`src/rtl/shift_issue_queue_if.sv`:
```
`default_nettype none
// +----------------------------------------------------------------------------+
// | Module      : shift_issue_queue_if                                         |
// | Description : Command, shifter and result signal bundle for                |
// |               shift_issue_queue. The slave modport is the queue itself;    |
// |               the master modport is the environment around it (command     |
// |               producer, barrel shifter and result consumer).               |
// | Revision    : 1.0 - initial release                                        |
// +----------------------------------------------------------------------------+
interface shift_issue_queue_if #(
  parameter int DATA_W  = 8,
  parameter int SHAMT_W = 3,
  parameter int DEPTH   = 4
);
  // command side
  logic                       in_valid;
  logic                       in_ready;
  logic [DATA_W-1:0]          in_data;
  logic [SHAMT_W-1:0]         in_n;
  logic                       in_lr;
  // combinational shifter side
  logic [DATA_W-1:0]          sh_in;
  logic [SHAMT_W-1:0]         sh_n;
  logic                       sh_lr;
  logic [DATA_W-1:0]          sh_out;
  // result side
  logic                       out_valid;
  logic                       out_ready;
  logic [DATA_W-1:0]          out_data;
  logic [SHAMT_W-1:0]         out_n;
  logic                       out_lr;
  // occupancy
  logic [$clog2(DEPTH+1)-1:0] count;

  modport slave (
    input  in_valid, in_data, in_n, in_lr, sh_out, out_ready,
    output in_ready, sh_in, sh_n, sh_lr, out_valid, out_data, out_n, out_lr, count
  );

  modport master (
    output in_valid, in_data, in_n, in_lr, sh_out, out_ready,
    input  in_ready, sh_in, sh_n, sh_lr, out_valid, out_data, out_n, out_lr, count
  );
endinterface
`default_nettype wire

```
`src/rtl/shift_issue_queue.sv`:
```
`default_nettype none
// +----------------------------------------------------------------------------+
// | Module      : shift_issue_queue                                            |
// | Description : Issue stage for an 8-bit combinational barrel shifter.       |
// |               Buffers {data, n, lr} commands in a FIFO, presents the head  |
// |               to the shifter and registers the shifter result behind a     |
// |               valid/ready handshake.                                       |
// |               Optional macro SHIFT_ISSUE_BYPASS_EN: a command arriving     |
// |               while the FIFO is empty and the output stage can load goes   |
// |               straight to the shifter (1-cycle latency instead of 2).      |
// | Revision    : 1.0 - initial release                                        |
// +----------------------------------------------------------------------------+
module shift_issue_queue #(
  parameter int DATA_W  = 8,
  parameter int SHAMT_W = 3,
  parameter int DEPTH   = 4
) (
  input  wire                 clk,
  input  wire                 rst_n,
  shift_issue_queue_if.slave  bus
);

  localparam int c_PTR_W = (DEPTH > 1) ? $clog2(DEPTH) : 1;
  localparam int c_CNT_W = $clog2(DEPTH + 1);
  localparam logic [c_CNT_W-1:0] c_FULL_CNT = c_CNT_W'(DEPTH);

  // FIFO storage and pointers
  logic [DATA_W-1:0]  r_mem_data [DEPTH];
  logic [SHAMT_W-1:0] r_mem_n    [DEPTH];
  logic               r_mem_lr   [DEPTH];
  logic [c_PTR_W-1:0] r_wr_ptr;
  logic [c_PTR_W-1:0] r_rd_ptr;
  logic [c_CNT_W-1:0] r_count;
  logic               r_in_ready;

  // output stage
  logic               r_out_valid;
  logic [DATA_W-1:0]  r_out_data;
  logic [SHAMT_W-1:0] r_out_n;
  logic               r_out_lr;

  logic               w_empty;
  logic               w_can_load;
  logic               w_push;
  logic               w_bypass;
  logic               w_fifo_push;
  logic               w_pop;
  logic               w_load;
  logic [c_PTR_W-1:0] w_head_idx;
  logic [c_CNT_W-1:0] w_count_next;
  logic [DATA_W-1:0]  w_sh_in;
  logic [SHAMT_W-1:0] w_sh_n;
  logic               w_sh_lr;

  assign w_empty    = (r_count == '0);
  assign w_can_load = ~r_out_valid | bus.out_ready;
  assign w_push     = bus.in_valid & r_in_ready;

`ifdef SHIFT_ISSUE_BYPASS_EN
  assign w_bypass   = w_empty & w_can_load & w_push;
`else
  assign w_bypass   = 1'b0;
`endif

  assign w_fifo_push = w_push & ~w_bypass;
  assign w_pop       = ~w_empty & w_can_load;
  assign w_load      = w_pop | w_bypass;

  // When empty, keep showing the most recently popped entry so the shifter
  // never sees X (entries are cleared on reset, so this is 0 after reset).
  assign w_head_idx  = w_empty ? (r_rd_ptr - 1'b1) : r_rd_ptr;

  assign w_count_next = r_count + c_CNT_W'(w_fifo_push) - c_CNT_W'(w_pop);

  // Shifter operand select: FIFO head, or the incoming command on bypass
  always_comb begin
    w_sh_in = r_mem_data[w_head_idx];
    w_sh_n  = r_mem_n[w_head_idx];
    w_sh_lr = r_mem_lr[w_head_idx];
    if (w_bypass) begin
      w_sh_in = bus.in_data;
      w_sh_n  = bus.in_n;
      w_sh_lr = bus.in_lr;
    end
  end

  // FIFO entries, pointers, occupancy and registered in_ready
  always_ff @(posedge clk or negedge rst_n) begin
    if (!rst_n) begin
      for (int i = 0; i < DEPTH; i++) begin
        r_mem_data[i] <= '0;
        r_mem_n[i]    <= '0;
        r_mem_lr[i]   <= 1'b0;
      end
      r_wr_ptr   <= '0;
      r_rd_ptr   <= '0;
      r_count    <= '0;
      r_in_ready <= 1'b0;
    end else begin
      if (w_fifo_push) begin
        r_mem_data[r_wr_ptr] <= bus.in_data;
        r_mem_n[r_wr_ptr]    <= bus.in_n;
        r_mem_lr[r_wr_ptr]   <= bus.in_lr;
        r_wr_ptr             <= r_wr_ptr + 1'b1;
      end
      if (w_pop) begin
        r_rd_ptr <= r_rd_ptr + 1'b1;
      end
      r_count    <= w_count_next;
      // Registered so a pop in the same cycle cannot reopen a full queue
      r_in_ready <= (w_count_next != c_FULL_CNT);
    end
  end

  // Output register: capture shifter result on load, drop valid once taken
  always_ff @(posedge clk or negedge rst_n) begin
    if (!rst_n) begin
      r_out_valid <= 1'b0;
      r_out_data  <= '0;
      r_out_n     <= '0;
      r_out_lr    <= 1'b0;
    end else if (w_load) begin
      r_out_valid <= 1'b1;
      r_out_data  <= bus.sh_out;
      r_out_n     <= w_sh_n;
      r_out_lr    <= w_sh_lr;
    end else if (r_out_valid & bus.out_ready) begin
      r_out_valid <= 1'b0;
    end
  end

  assign bus.in_ready  = r_in_ready;
  assign bus.sh_in     = w_sh_in;
  assign bus.sh_n      = w_sh_n;
  assign bus.sh_lr     = w_sh_lr;
  assign bus.out_valid = r_out_valid;
  assign bus.out_data  = r_out_data;
  assign bus.out_n     = r_out_n;
  assign bus.out_lr    = r_out_lr;
  assign bus.count     = r_count;

endmodule
`default_nettype wire

```
`src/flat_wrapper.sv`:
```
// flat-port wrapper written by rule: the top's interface ports become plain ports
module shift_issue_queue_flat 
#(
  parameter int DATA_W  = 8,
  parameter int SHAMT_W = 3,
  parameter int DEPTH   = 4
)
  (clk, rst_n, bus_in_valid, bus_in_data, bus_in_n, bus_in_lr, bus_sh_out, bus_out_ready, bus_in_ready, bus_sh_in, bus_sh_n, bus_sh_lr, bus_out_valid, bus_out_data, bus_out_n, bus_out_lr, bus_count);
  shift_issue_queue_if #(.DATA_W(DATA_W), .SHAMT_W(SHAMT_W), .DEPTH(DEPTH)) bus_i ();
  input  wire clk;
  input  wire rst_n;
  input wire logic [$bits(bus_i.in_valid)-1:0] bus_in_valid;
  input wire logic [$bits(bus_i.in_data)-1:0] bus_in_data;
  input wire logic [$bits(bus_i.in_n)-1:0] bus_in_n;
  input wire logic [$bits(bus_i.in_lr)-1:0] bus_in_lr;
  input wire logic [$bits(bus_i.sh_out)-1:0] bus_sh_out;
  input wire logic [$bits(bus_i.out_ready)-1:0] bus_out_ready;
  output wire logic [$bits(bus_i.in_ready)-1:0] bus_in_ready;
  output wire logic [$bits(bus_i.sh_in)-1:0] bus_sh_in;
  output wire logic [$bits(bus_i.sh_n)-1:0] bus_sh_n;
  output wire logic [$bits(bus_i.sh_lr)-1:0] bus_sh_lr;
  output wire logic [$bits(bus_i.out_valid)-1:0] bus_out_valid;
  output wire logic [$bits(bus_i.out_data)-1:0] bus_out_data;
  output wire logic [$bits(bus_i.out_n)-1:0] bus_out_n;
  output wire logic [$bits(bus_i.out_lr)-1:0] bus_out_lr;
  output wire logic [$bits(bus_i.count)-1:0] bus_count;
  assign bus_i.in_valid = bus_in_valid;
  assign bus_i.in_data = bus_in_data;
  assign bus_i.in_n = bus_in_n;
  assign bus_i.in_lr = bus_in_lr;
  assign bus_i.sh_out = bus_sh_out;
  assign bus_i.out_ready = bus_out_ready;
  assign bus_in_ready = bus_i.in_ready;
  assign bus_sh_in = bus_i.sh_in;
  assign bus_sh_n = bus_i.sh_n;
  assign bus_sh_lr = bus_i.sh_lr;
  assign bus_out_valid = bus_i.out_valid;
  assign bus_out_data = bus_i.out_data;
  assign bus_out_n = bus_i.out_n;
  assign bus_out_lr = bus_i.out_lr;
  assign bus_count = bus_i.count;
  shift_issue_queue #(.DATA_W(DATA_W), .SHAMT_W(SHAMT_W), .DEPTH(DEPTH)) u_core (.clk(clk), .rst_n(rst_n), .bus(bus_i));
endmodule
```
`config.mk`:
```
export PLATFORM = sky130hd
export DESIGN_NAME = shift_issue_queue_flat
export DESIGN_NICKNAME = d
export VERILOG_FILES = /design/src/rtl/shift_issue_queue_if.sv /design/src/rtl/shift_issue_queue.sv /design/src/flat_wrapper.sv
export SDC_FILE = /design/constraint.sdc
export NUM_CORES = 1
export LEC_CHECK = 0
export CORE_MARGIN = 5
export CORE_UTILIZATION = 40
export CTS_CLUSTER_SIZE = 20
export DETAILED_ROUTE_END_ITERATION = 7
export HOLD_SLACK_MARGIN = 0.05
export PLACE_DENSITY = 0.65
export SYNTH_ARGS = -nofsm -noshare
export SYNTH_HDL_FRONTEND = slang
export SYNTH_SLANG_ARGS = --single-unit
```
`constraint.sdc`:
```
create_clock -name clk -period 2.7 [get_ports clk]
set_clock_uncertainty 0.1 [all_clocks]
set_input_delay 0.27 -clock clk [delete_from_list [all_inputs] [get_ports clk]]
set_output_delay 0.27 -clock clk [all_outputs]
set_load 0.01 [all_outputs]
```
* Word level (Yosys, flattened, before mapping)
Index checks and enable logic that the tools add are counted.
Cells by class: add/subtract/negate cells 5, equal/unequal tests 1, bitwise logic cells 8, multiplexer cells 21, order comparisons 3, reductions and logical operators 3
Operator list (count):
- 32-bit bitwise mux | 1
- 8-bit two-way mux | 3
- 8-bit binary-select mux with 2-bit select | 1
- 8-bit demux with 2-bit select | 1
- 12-bit bitwise mux | 1
- 3-bit two-way mux | 3
- 3-bit binary-select mux with 2-bit select | 1
- 3-bit demux with 2-bit select | 1
- 3-bit >= comparator (second input constant) | 2
- 2-bit inverter with 3-bit output | 2
- 1-bit two-way mux | 5
- 2-bit by 1-bit adder with 2-bit output (second input constant) | 2
- 4-bit bitwise mux | 1
- 3-bit by 1-bit adder with 3-bit output | 1
- 1-bit bitwise AND | 3
- 3-bit zero test | 1
- 3-bit by 1-bit < comparator with 1-bit output (second input constant) | 1
- 3-bit inequality test (second input constant) | 1
- 3-bit by 1-bit subtractor with 3-bit output | 1
- 1-bit binary-select mux with 2-bit select | 1
- 1-bit demux with 2-bit select | 1
- 2-bit two-way mux | 1
- 1-bit inverter | 2
- 2-bit nonzero test | 1
- 3 further kinds | 3
Word-level totals: output and inout port bits 29, register bits after elaboration 69, input bits 24

* Logic depth before layout (Yosys ltp)
Gate-level depths: netlist (run 1).
depth after elaboration 6, mapped depth 12

* Least setup slack after synthesis (run 1)
No wires, ideal clock.
kind reg2reg, start reg u_core.r_count[0] (netlist: u_core.bus.count[0]), end reg u_core.r_in_ready (netlist: u_core.bus.in_ready), arrival time 2.575 ns, clock period less this slack 2.800 ns, slack -0.100 ns, cell stages (with the launch flop) 13, path through dfrtp_1 -> or3_1 -> buf_6 -> buf_4 -> nand2_2 -> inv_2 -> ha_1 -> inv_1 -> ha_1 -> fa_1 -> xnor2_1 -> xnor2_1 -> nand2_1
Between the ends: cells in the longest elaborated chain, start to end 5, elaborated cells on any way between the ends 6, those cells by class add/sub: 2; eq/ne: 1; bitwise: 2; reduce/logical: 1
RTL lines:
- start, declared | RTL line shift_issue_queue.sv:33 | logic [c_CNT_W-1:0] r_count;
- start signal, assigned | RTL line shift_issue_queue.sv:109 | r_count <= w_count_next;
- 3-bit zero test | RTL line shift_issue_queue.sv:55 | assign w_empty = (r_count == '0);
- 1-bit inverter | RTL line shift_issue_queue.sv:66 | assign w_pop = ~w_empty & w_can_load;
- 1-bit bitwise AND | RTL line shift_issue_queue.sv:66
- named net u_core.w_load | RTL line shift_issue_queue.sv:48 | logic w_load;
- 3-bit by 1-bit subtractor with 3-bit output | RTL line shift_issue_queue.sv:73 | assign w_count_next = r_count + c_CNT_W'(w_fifo_push) - c_CNT_W'(w_pop);
- named net u_core.w_count_next[2] | RTL line shift_issue_queue.sv:50 | logic [c_CNT_W-1:0] w_count_next;
- 3-bit inequality test | RTL line shift_issue_queue.sv:111 | r_in_ready <= (w_count_next != c_FULL_CNT);
- end signal, assigned | RTL line shift_issue_queue.sv:111
- end, declared | RTL line shift_issue_queue.sv:34 | logic r_in_ready;
The timed path passes the listed nets, and every way through them passes these cells. A chain may end at the register's enable or synchronous reset.

* Final worst setup path (run 1)
start reg u_core.r_count[0] (netlist: u_core.bus.count[0]), end out bus_sh_n[1]
Between the ends: cells in the longest elaborated chain, start to end 6
RTL lines:
- 3-bit zero test | RTL line shift_issue_queue.sv:55
- 2-bit two-way mux | RTL line shift_issue_queue.sv:71 | assign w_head_idx = w_empty ? (r_rd_ptr - 1'b1) : r_rd_ptr;
- 2-bit inverter with 3-bit output (implied by the code) | RTL line shift_issue_queue.sv:78 | w_sh_n = r_mem_n[w_head_idx];
- 3-bit binary-select mux with 2-bit select | RTL line shift_issue_queue.sv:78
- 3-bit two-way mux (implied by the code) (2 in a row) | RTL line shift_issue_queue.sv:78
- end, declared | RTL line flat_wrapper.sv:20 | output wire logic [$bits(bus_i.sh_n)-1:0] bus_sh_n;
No other way between the ends. The select of a mux whose other input is x is not followed.

==> impl_metrics.toml, run 1 <==
[sta]
finalHoldViolations = 0
slew_viol_final = 0
setup_viol = 0
min_period_over_period_pct = 96.9
slew_headroom_pct = 56.9
rsz0062_at_grt = "yes"
tightest_slew_ps = 645
fin_crit_ps = 2620
fmax_mhz = 382

[pwr]
power.density_nw_per_um2 = 1340
finalPower_mw = 5.68
ir_worst_vdd_uv = 697
power.leakage_nw = 1.82

[detailed_routing]
drtIter0Drc = 48
routedWlPerCell_um = 15.4
post-route-drc-count = 0
via_count = 2180
ant_nets = 0
wl_mm = 6.69
vias_per_cell = 5.02
drt_first_pass_iters = 4

[critical_path]
crit_family = "simple AND/OR/NAND/NOR gates"
max_stage_delay_ps = 560
start_kind = "register"
crit_buf_inv = 3
cp.arrival_ps = 2250
slowest_stage = "or4_4"
crit_path_frequent_cell = "nor3_4"
crit_fanout = 8
r2r_cells = 11
crit_type = "reg -> out"
cp.required_ps = 2330
r2r-end = "u_core.bus.in_ready"
path_cells = "nor3_4 -> buf_6 -> buf_4 -> nor3_2 -> or4_4 -> nor3_4 -> buf_2"
r2r_start = "u_core.bus.count[2]"
end_kind = "output port"
r2r_setup_slack_ps = 90

[grt]
grt.busiest_layer = "met2"
grt_pass1_wl_mm = 11.6
grt_max_degree = 47
antenna_found_initial = 0
grt_use_met3_pct = 4.24
use_met2_pct = 23.2
met1_usage_pct = 20.2
grt_pass1_vias = 2294
track_usage_pct = 14.8
overflow = 0

[logic_synthesis]
avgSynthCellArea_um2 = 12.6
synth_top_area_share_pct = 53.3
synth_cells = 258
ys_top_cells_by_area = "dfrtp_1, mux2_2, mux4_2, nand2_1, nor3_1"
yosys_warnings = 0
syn_nets = 289
synth_top_area_cell = "dfrtp_1"
ys_types = 31
ys_ff_latch = 69
synth_area_um2 = 3240
synth_seq_area_share_pct = 53.3

[floorplan]
fp-row-count = 32
ioPinCount = 53
core_region_area_um2 = 7810
die_y_um = 100
die_w_um = 100
dieArea_um2 = 10000
start_util_pct = 41.5

[clocking]
cts_sinks = 69
clockBufferDepth = 2
cts_tree = "built"
cts_root_buffer = "clkbuf_8"
clk_pin_slew_ps = 80
clock_latency_ps = 330
cts_max_level = 3
numCtsBuffers = 9

[finish]
area_growth_pct = 30.5
num-nets-final = 358
n_fill_cell = 684
num_antenna_cells = 0
layout-drive-gt1-share_pct = 36.4
postLayoutCellArea_um2 = 4230

[place]
numPortBuffers = 52
placed_cell_area_um2 = 3910
gp_congestion = 0.771
dp_hpwl_mm = 4.60

[run]
cap_violations = 0

[hold_path]
holdCritPathClass = "in -> async"

[outcome]
outcome = "completed"
cells in the mapped netlist:
| library cell | count |
|---|---|
| nand3b_1 | 4 |
| nand2_2 | 1 |
| nand2_1 | 37 |
| inv_2 | 1 |
| or2b_1 | 1 |
| and2_1 | 1 |
| or3_1 | 2 |
| dfrtp_1 | 69 |
| buf_4 | 2 |
| clkbuf_1 | 6 |
| mux4_2 | 8 |
| or4_4 | 1 |
| o31ai_2 | 1 |
| nor3_1 | 19 |
| or4_1 | 3 |
| xnor2_2 | 2 |
| nor2b_1 | 4 |
| inv_1 | 6 |
| buf_6 | 4 |
| ha_1 | 6 |
| a21oi_1 | 4 |
| nor3_4 | 1 |
| clkbuf_4 | 1 |
| nor3_2 | 1 |
| nor2_1 | 10 |
| mux2_2 | 48 |
| o21ai_0 | 5 |
| xnor2_1 | 5 |
| o31ai_1 | 3 |
| nand2b_1 | 1 |
| fa_1 | 1 |
logic make-up (layout without fill, tap and decap cells):
kind of cell | after synthesis | in the layout | share of synthesized area [%]
AND/OR/NAND/NOR | 86 | 86 | 13.1
multiplexers | 56 | 56 | 22.2
flip-flops | 69 | 69 | 53.3
AO/OA/AOI/OAI | 13 | 13 | 2.47
adder cells (fa/ha/maj) | 7 | 7 | 2.93
XOR/XNOR | 7 | 7 | 2.36
buffers and inverters | 20 | 94 | 3.59
state kept, by name, summed over array words and instances (netlist names):
register,cells
u_core.r_mem_n,12
u_core.bus.count,3
u_core.bus.out_lr,1
u_core.bus.out_valid,1
u_core.r_rd_ptr,2
u_core.r_mem_lr,4
u_core.bus.out_data,8
u_core.r_wr_ptr,2
u_core.bus.in_ready,1
u_core.r_mem_data,32
u_core.bus.out_n,3
repair_timing:
item	CTS	global route
hold buffers	1	0
resized for setup	50	13
pin swaps	3	5
setup endpoints to repair	12	13
endpoints found under the hold margin	23	0
setup buffers	9	0
per-stage QoR:
stage | cells | hold WS [ps] | util (%) | setup slack (ps) | setup TNS [ps]
after floorplan | 258 | -126 | - | 23.2 | 0
after global placement | 410 | 198 | 50.1 | 24.6 | 0
after detailed placement | 410 | 196 | 50.1 | -60.1 | -61.7
after CTS | 436 | 354 | 54.2 | -51.6 | -51.6
after global routing | 434 | 353 | 54.2 | -23.5 | -41.1
final | 434 | 361 | 54.2 | 82.8 | 0
report_power, final:
group          total (mW)  switching [mW]  internal, mW
Sequential           1.88           0.321          1.56
Combinational        3.03            1.30          1.73
Clock               0.772           0.389         0.383
how the worst max path moves through the flow:
stage	from	to	depth (start not counted)
6_report	u_core.bus.count[0]	bus_sh_n[1]	7
5_1_grt	u_core.bus.count[0]	bus_sh_n[1]	7
4_1_cts	u_core.bus.count[2]	bus_sh_n[1]	7
3_5_place_dp	u_core.bus.count[0]	bus_sh_n[1]	6
3_3_place_gp	u_core.bus.count[0]	bus_sh_n[2]	6
2_1_floorplan	u_core.bus.count[2]	u_core.bus.in_ready	12
layer usage:
layer	up-vias	routed length, µm
met3	9	354
met2	56	3190
met4	0	63
li1	1047	-
met5	-	0
met1	1068	3080
final cells by class:
type                       instances  area, µm²  share of cell area (%)
clock buffer                      11        151                    3.58
clock inverter                     5       35.0                   0.828
inverter                           7       28.8                   0.680
multi-input combinational        169       1490                    35.1
sequential                        69       1730                    40.9
tap                              102        128                    3.02
timing repair buffer              71        671                    15.9
layout by cell type, fill, tap and decap left out, types with 5 or more instances in the layout:
cell type / instances
clkbuf_8: 11
buf_2: 8
mux2_2: 48
buf_4: 12
nand2_1: 37
buf_6: 6
mux4_2: 8
inv_1: 6
nor3_1: 15
xnor2_1: 5
dfrtp_1: 67
clkdlybuf4s50_1: 39
ha_1: 6
nor2_1: 9
o21ai_0: 5
(Power assumes the default switching activity.)
==> inputs of run 2 (changes only) <==
--- a/config.mk
+++ b/config.mk
@@ -5,12 +5,13 @@
 export SDC_FILE = /design/constraint.sdc
 export NUM_CORES = 1
 export LEC_CHECK = 0
+export ABC_CLOCK_PERIOD_IN_PS = 2700
 export CORE_MARGIN = 5
-export CORE_UTILIZATION = 40
+export CORE_UTILIZATION = 48
 export CTS_CLUSTER_SIZE = 20
 export DETAILED_ROUTE_END_ITERATION = 7
 export HOLD_SLACK_MARGIN = 0.05
-export PLACE_DENSITY = 0.65
+export PLACE_DENSITY = 0.76
 export SYNTH_ARGS = -nofsm -noshare
 export SYNTH_HDL_FRONTEND = slang
 export SYNTH_SLANG_ARGS = --single-unit
==> constraint.sdc (replaced) <==
create_clock -name clk -period 2.7 [get_ports clk]
set_clock_uncertainty 0.1 [all_clocks]
set_input_delay 0.54 -clock clk [delete_from_list [all_inputs] [get_ports clk]]
set_output_delay 0.54 -clock clk [all_outputs]
set_load 0.01 [all_outputs]
==> run 2 against run 1 <==
  * The run now ends with setup timing left
  * Via count is 2.2% higher
  * Utilization is 11 points higher
  * Clock-buffer cell count is 1 lower
  * Largest power group unchanged
  * Highest routed layer unchanged
  * Register-to-register slack worse by 120 ps
  * Critical endpoint is now bus_sh_in[1]
  * Design area is 2.7% higher
  * Die area is 15% lower
==> impl_metrics.toml, run 2 (synthesis results as in run 1) <==
[outcome]
outcome = "complete, but fails checks"
violations = "setup timing"

[pwr]
comb_power_share_pct = 54.7
ir_worst_vdd_uv = 769
power.density_nw_per_um2 = 1390
clockPowerShare_pct = 14.1
power.internal_mw = 3.95
power.leakage_nw = 1.89
p_sw_mw = 2.11
seqPwrFrac_pct = 31.2
p_sw_share_pct = 34.8

[clocking]
cts_tree = "built"
cts_max_level = 3
cts_sinks = 69
clk_pin_slew_ps = 80
cts_root_buffer = "clkbuf_8"
clock_latency_ps = 350
clockBufferDepth = 2
numCtsBuffers = 9

[place]
dp_hpwl_mm = 4.66
gp_congestion = 0.871
place_inst = 401
post-place-ws_ps = -179
numPortBuffers = 52

[detailed_routing]
ant_nets = 0
via_count = 2228
routedWlPerCell_um = 16.2
post-route-drc-count = 0
vias_per_cell = 5.28
drt_first_pass_iters = 4
wl_mm = 6.84
drtIter0Drc = 61

[critical_path]
cp.arrival_ps = 2140
start_kind = "register"
max_stage_delay_ps = 530
cp.depth = 6
end_kind = "output port"
cp.required_ps = 2060
r2r_cells = 12
setup.worst_path.start = "u_core.bus.count[0]"
r2r_start = "u_core.bus.count[0]"
path_cells = "nor3_4 -> buf_12 -> xnor2_4 -> buf_12 -> mux4_2 -> buf_6"
slowest_stage = "mux4_2"
crit_buf_inv = 3
crit_path_frequent_cell = "buf_12"
crit_family = "multiplexers"
crit_fanout = 8
crit_type = "reg -> out"

[floorplan]
dieArea_um2 = 8490
die_w_um = 92.2
fp-row-count = 30
ioPinCount = 53
core_region_area_um2 = 6680
start_util_pct = 48.5
die_y_um = 92.2

[sta]
rsz0062_at_grt = "yes"
fin_crit_ps = 2780
setup_viol = 13
slew_viol_final = 0
slew_headroom_pct = 75.6
min_period_over_period_pct = 103
setup_ws_ps = -84.9
fmax_mhz = 359
tightest_slew_ps = 365
timing.hold.ws_ps = 97.4
finalHoldViolations = 0

[finish]
final_core_util_pct = 65.0
mostFrequentLayoutCells = "dfrtp_1, mux2_2, clkdlybuf4s50_1"
num-nets-final = 368
largest_reg_flops = 32
regMostFlops = "u_core.r_mem_data"
area_growth_pct = 34.0
layout.cells.non_filler = 422
final_common_cell = "dfrtp_1"
layout-drive-gt1-share_pct = 40.9
num_antenna_cells = 0

[grt]
antenna_found_initial = 0
grt_max_degree = 70
grt_pass1_wl_mm = 11.9
grt_pass1_vias = 2421
track_usage_pct = 18.1
overflow = 0

[hold_path]
holdCritPathClass = "in -> async"

[run]
cap_violations = 0
==> run 2: cell types whose count changed in the layout (fill, tap and decap cells not counted), moves of 2 or more <==
cell / before / now
clkinvlp_4: 1 / 3
buf_2: 8 / 5
nor2_1: 9 / 7
nor2_2: 0 / 2
buf_6: 6 / 9
clkinv_4: 2 / 0
buf_4: 12 / 24
dlygate4sd2_1: 2 / 0
==> run 2: worst paths after layout <==
path / endpoint / slack [ps]
min reg2reg: u_core.bus.out_data[6] / 370
max: bus_sh_in[1] / -80
min: u_core.bus.out_valid / 100
max reg2reg: u_core.bus.in_ready / -30
min in group clk: u_core.bus.out_data[6] / 370
max in group asynchronous: u_core.r_mem_data[13] / 2100
==> run 2: area by class of cell <==
type | instances | area (µm²)
Fill cell | 521 | 2340
Sequential cell | 69 | 1730
Multi-Input combinational cell | 169 | 1510
Timing Repair Buffer | 81 | 772
Clock buffer | 10 | 138
Tap cell | 80 | 100
Clock inverter | 6 | 62.6
Inverter | 7 | 28.8
==> run 2: per-layer routing <==
metal	part of all wire [%]	vias up	GRT usage, %
met4	1.3	0	7.80
met3	6.2	9	5.33
met2	49	60	28.7
met5	0	-	0
met1	44	1094	23.0
li1	-	1065	-
==> run 2: power by group through the flow <==
stage | Combinational (mW) | Sequential (mW) | Clock (mW)
floorplan | 1.77 | 1.86 | 0
global placement | 3.04 | 1.86 | 0
detailed placement | 3.11 | 1.90 | 0
CTS | 3.21 | 1.88 | 0.871
global route | 3.60 | 1.96 | 0.927
finish | 3.31 | 1.89 | 0.851
==> run 2: what timing repair did <==
action                                  in CTS  in global routing
endpoints found under the setup margin      13                 14
buffers inserted                             5                  0
pin swaps                                    7                  9
hold buffers                                 0                  0
gates resized for setup                     68                 12
==> run 2: metrics by stage <==
| stage | setup TNS, ps | power [mW] | instance area, µm² |
|---|---|---|---|
| floorplan | 0 | 3.63 | 3260 |
| global placement | -1350 | 4.90 | 4010 |
| detailed placement | -1620 | 5.00 | 4010 |
| CTS | -1230 | 5.96 | 4290 |
| global route | -1870 | 6.49 | 4340 |
| finish | -725 | 6.05 | 4340 |
==> inputs of run 3 (changes only) <==
--- a/config.mk
+++ b/config.mk
@@ -6,7 +6,6 @@
 export NUM_CORES = 1
 export LEC_CHECK = 0
 export ABC_CLOCK_PERIOD_IN_PS = 2700
-export CORE_MARGIN = 5
 export CORE_UTILIZATION = 48
 export CTS_CLUSTER_SIZE = 20
 export DETAILED_ROUTE_END_ITERATION = 7
==> run 3 against run 2 <==
  * The run ends with DRC, setup timing left
  * Critical path depth up 1
  * Critical path type unchanged
  * First-iteration DRC count up 72%
  * Largest cell class unchanged
  * Worst setup slack worse by 22 ps
  * Utilization up 3.4 points
  * Sequential cell count unchanged
  * Critical endpoint is now bus_sh_in[2]
==> impl_metrics.toml, run 3 (synthesis results as in run 1) <==
[sta]
rsz0062_at_grt = "yes"
fin_crit_ps = 2810
slew_viol_final = 0
slew_headroom_pct = 59.3
setup_viol = 11
setup_ws_ps = -107
fmax_mhz = 356
tightest_slew_ps = 611
finalHoldViolations = 0
min_period_over_period_pct = 104

[clocking]
clk_pin_slew_ps = 80
cts_root_buffer = "clkbuf_8"
cts_max_level = 3
clock_latency_ps = 340
clockBufferDepth = 2
cts_hold_buf = 0
numCtsBuffers = 9
cts_tree = "built"
cts_sinks = 69

[critical_path]
cp.depth = 7
crit_family = "buffers and inverters"
r2r_start = "u_core.bus.count[2]"
setup.worst_path.start = "u_core.bus.count[2]"
crit_fanout = 8
r2r-end = "u_core.bus.in_ready"
r2r_setup_slack_ps = 70
end_kind = "output port"
timing.critical_path.to = "bus_sh_in[2]"
cp.arrival_ps = 2170
start_kind = "register"
path_cells = "nor3_4 -> buf_12 -> xnor2_4 -> buf_12 -> buf_6 -> mux4_2 -> buf_6"
crit_type = "reg -> out"
crit_buf_inv = 4
slowest_stage = "mux4_2"
cp.required_ps = 2060
max_stage_delay_ps = 500
r2r_cells = 12

[place]
post-place-ws_ps = -176
dp_hpwl_mm = 4.59
gp_congestion = 0.759
numPortBuffers = 52

[outcome]
outcome = "complete, but fails checks"
violations = "DRC, setup timing"

[finish]
layout-drive-gt1-share_pct = 42.9
mostFrequentLayoutCells = "dfrtp_1, mux2_2, clkdlybuf4s50_1"
num_antenna_cells = 0
num-nets-final = 369
final_core_util_pct = 68.4
n_fill_cell = 462
final_common_cell = "dfrtp_1"
area_growth_pct = 35.6
regMostFlops = "u_core.r_mem_data"
largest_reg_flops = 32

[detailed_routing]
ant_nets = 0
vias_per_cell = 5.37
top_layer = "met4"
dr_wl_met3_um = 328
wl_mm = 6.91
post-route-drc-count = 12
met2_length_mm = 3.59
drt_first_pass_iters = 6
drt-met1-wl_mm = 2.87
via_count = 2254
drtIter0Drc = 105
routedWlPerCell_um = 16.5

[floorplan]
dieArea_um2 = 7080
start_util_pct = 50.5
die_w_um = 84.2
ioPinCount = 53
core_region_area_um2 = 6420
fp-row-count = 29
die_y_um = 84.2

[grt]
grt_pass1_vias = 2325
antenna_found_initial = 0
grt_max_degree = 45
overflow = 0
grt_pass1_wl_mm = 11.5
track_usage_pct = 21.5

[pwr]
ir_worst_vdd_uv = 687
power.density_nw_per_um2 = 1390
power.leakage_nw = 1.91

[hold_path]
holdCritPathClass = "in -> async"

[run]
cap_violations = 0
==> run 3: cell count changes in the layout (fill, tap and decap cells not counted), sizes merged <==
cell / delta
inv: +1
clkinv: +1
bufinv: -1
clkbuf: +1
buf: +1
clkinvlp: -2
==> run 3: where the power goes <==
part	switching (mW)	internal (mW)
combinational	1.41	2.04
clock	0.397	0.360
sequential	0.355	1.56
==> run 3: what timing repair did <==
| action | in CTS | in global routing |
|---|---|---|
| setup endpoints to repair | 12 | 14 |
| pin swaps | 14 | 8 |
| resized for setup | 74 | 13 |
| setup buffers | 7 | 1 |
==> run 3: layer usage <==
metal  GRT usage, %  vias up
li1               -     1060
met1           26.2     1120
met2           36.5       64
met3           6.10       10
met4           7.84        0
met5              0        -
==> run 3: layout make-up <==
cell class | count | area (µm²) | area share, %
sequential | 69 | 1730 | 39.4
timing repair buffer | 82 | 802 | 18.3
inverter | 7 | 31.3 | 0.712
clock buffer | 11 | 141 | 3.22
tap | 77 | 96.3 | 2.19
multi-input combinational | 169 | 1560 | 35.5
clock inverter | 5 | 35.0 | 0.797
==> run 3: worst reg2reg max path, delay by kind of cell (launching register included) <==
| kind | cells | cell delay (ps) |
|---|---|---|
| and+or+nand+nor | 3 | 570 |
| adders and majority gates | 3 | 740 |
| xor gates and xnor gates | 2 | 330 |
| DFF | 1 | 430 |
| buffers and inverters | 4 | 360 |
==> run 3: metrics by stage <==
| step | cells | hold WS (ps) | setup TNS (ps) | cell area [µm²] | power [mW] |
|---|---|---|---|---|---|
| finish | 420 | 104 | -508 | 4390 | 6.12 |
| global route | 420 | 133 | -1700 | 4390 | 6.54 |
| CTS | 419 | 113 | -831 | 4320 | 5.99 |
| detailed placement | 396 | 365 | -1500 | 3990 | 4.99 |
| global placement | 396 | 357 | -880 | 3990 | 4.87 |
| floorplan | 258 | 144 | 0 | 3260 | 3.63 |
==> run 3: worst min path at each step <==
stage                      startpoint                endpoint  slack (ps)  depth (start not counted)
2_1_floorplan                   rst_n     u_core.bus.count[0]         140                          0
3_3_place_gp   u_core.bus.out_data[3]  u_core.bus.out_data[3]         360                          2
3_5_place_dp   u_core.bus.out_data[4]  u_core.bus.out_data[4]         370                          2
4_1_cts                         rst_n  u_core.bus.out_data[4]         110                          1
5_1_grt                         rst_n  u_core.bus.out_data[1]         130                          1
6_report                        rst_n  u_core.bus.out_data[3]         100                          1
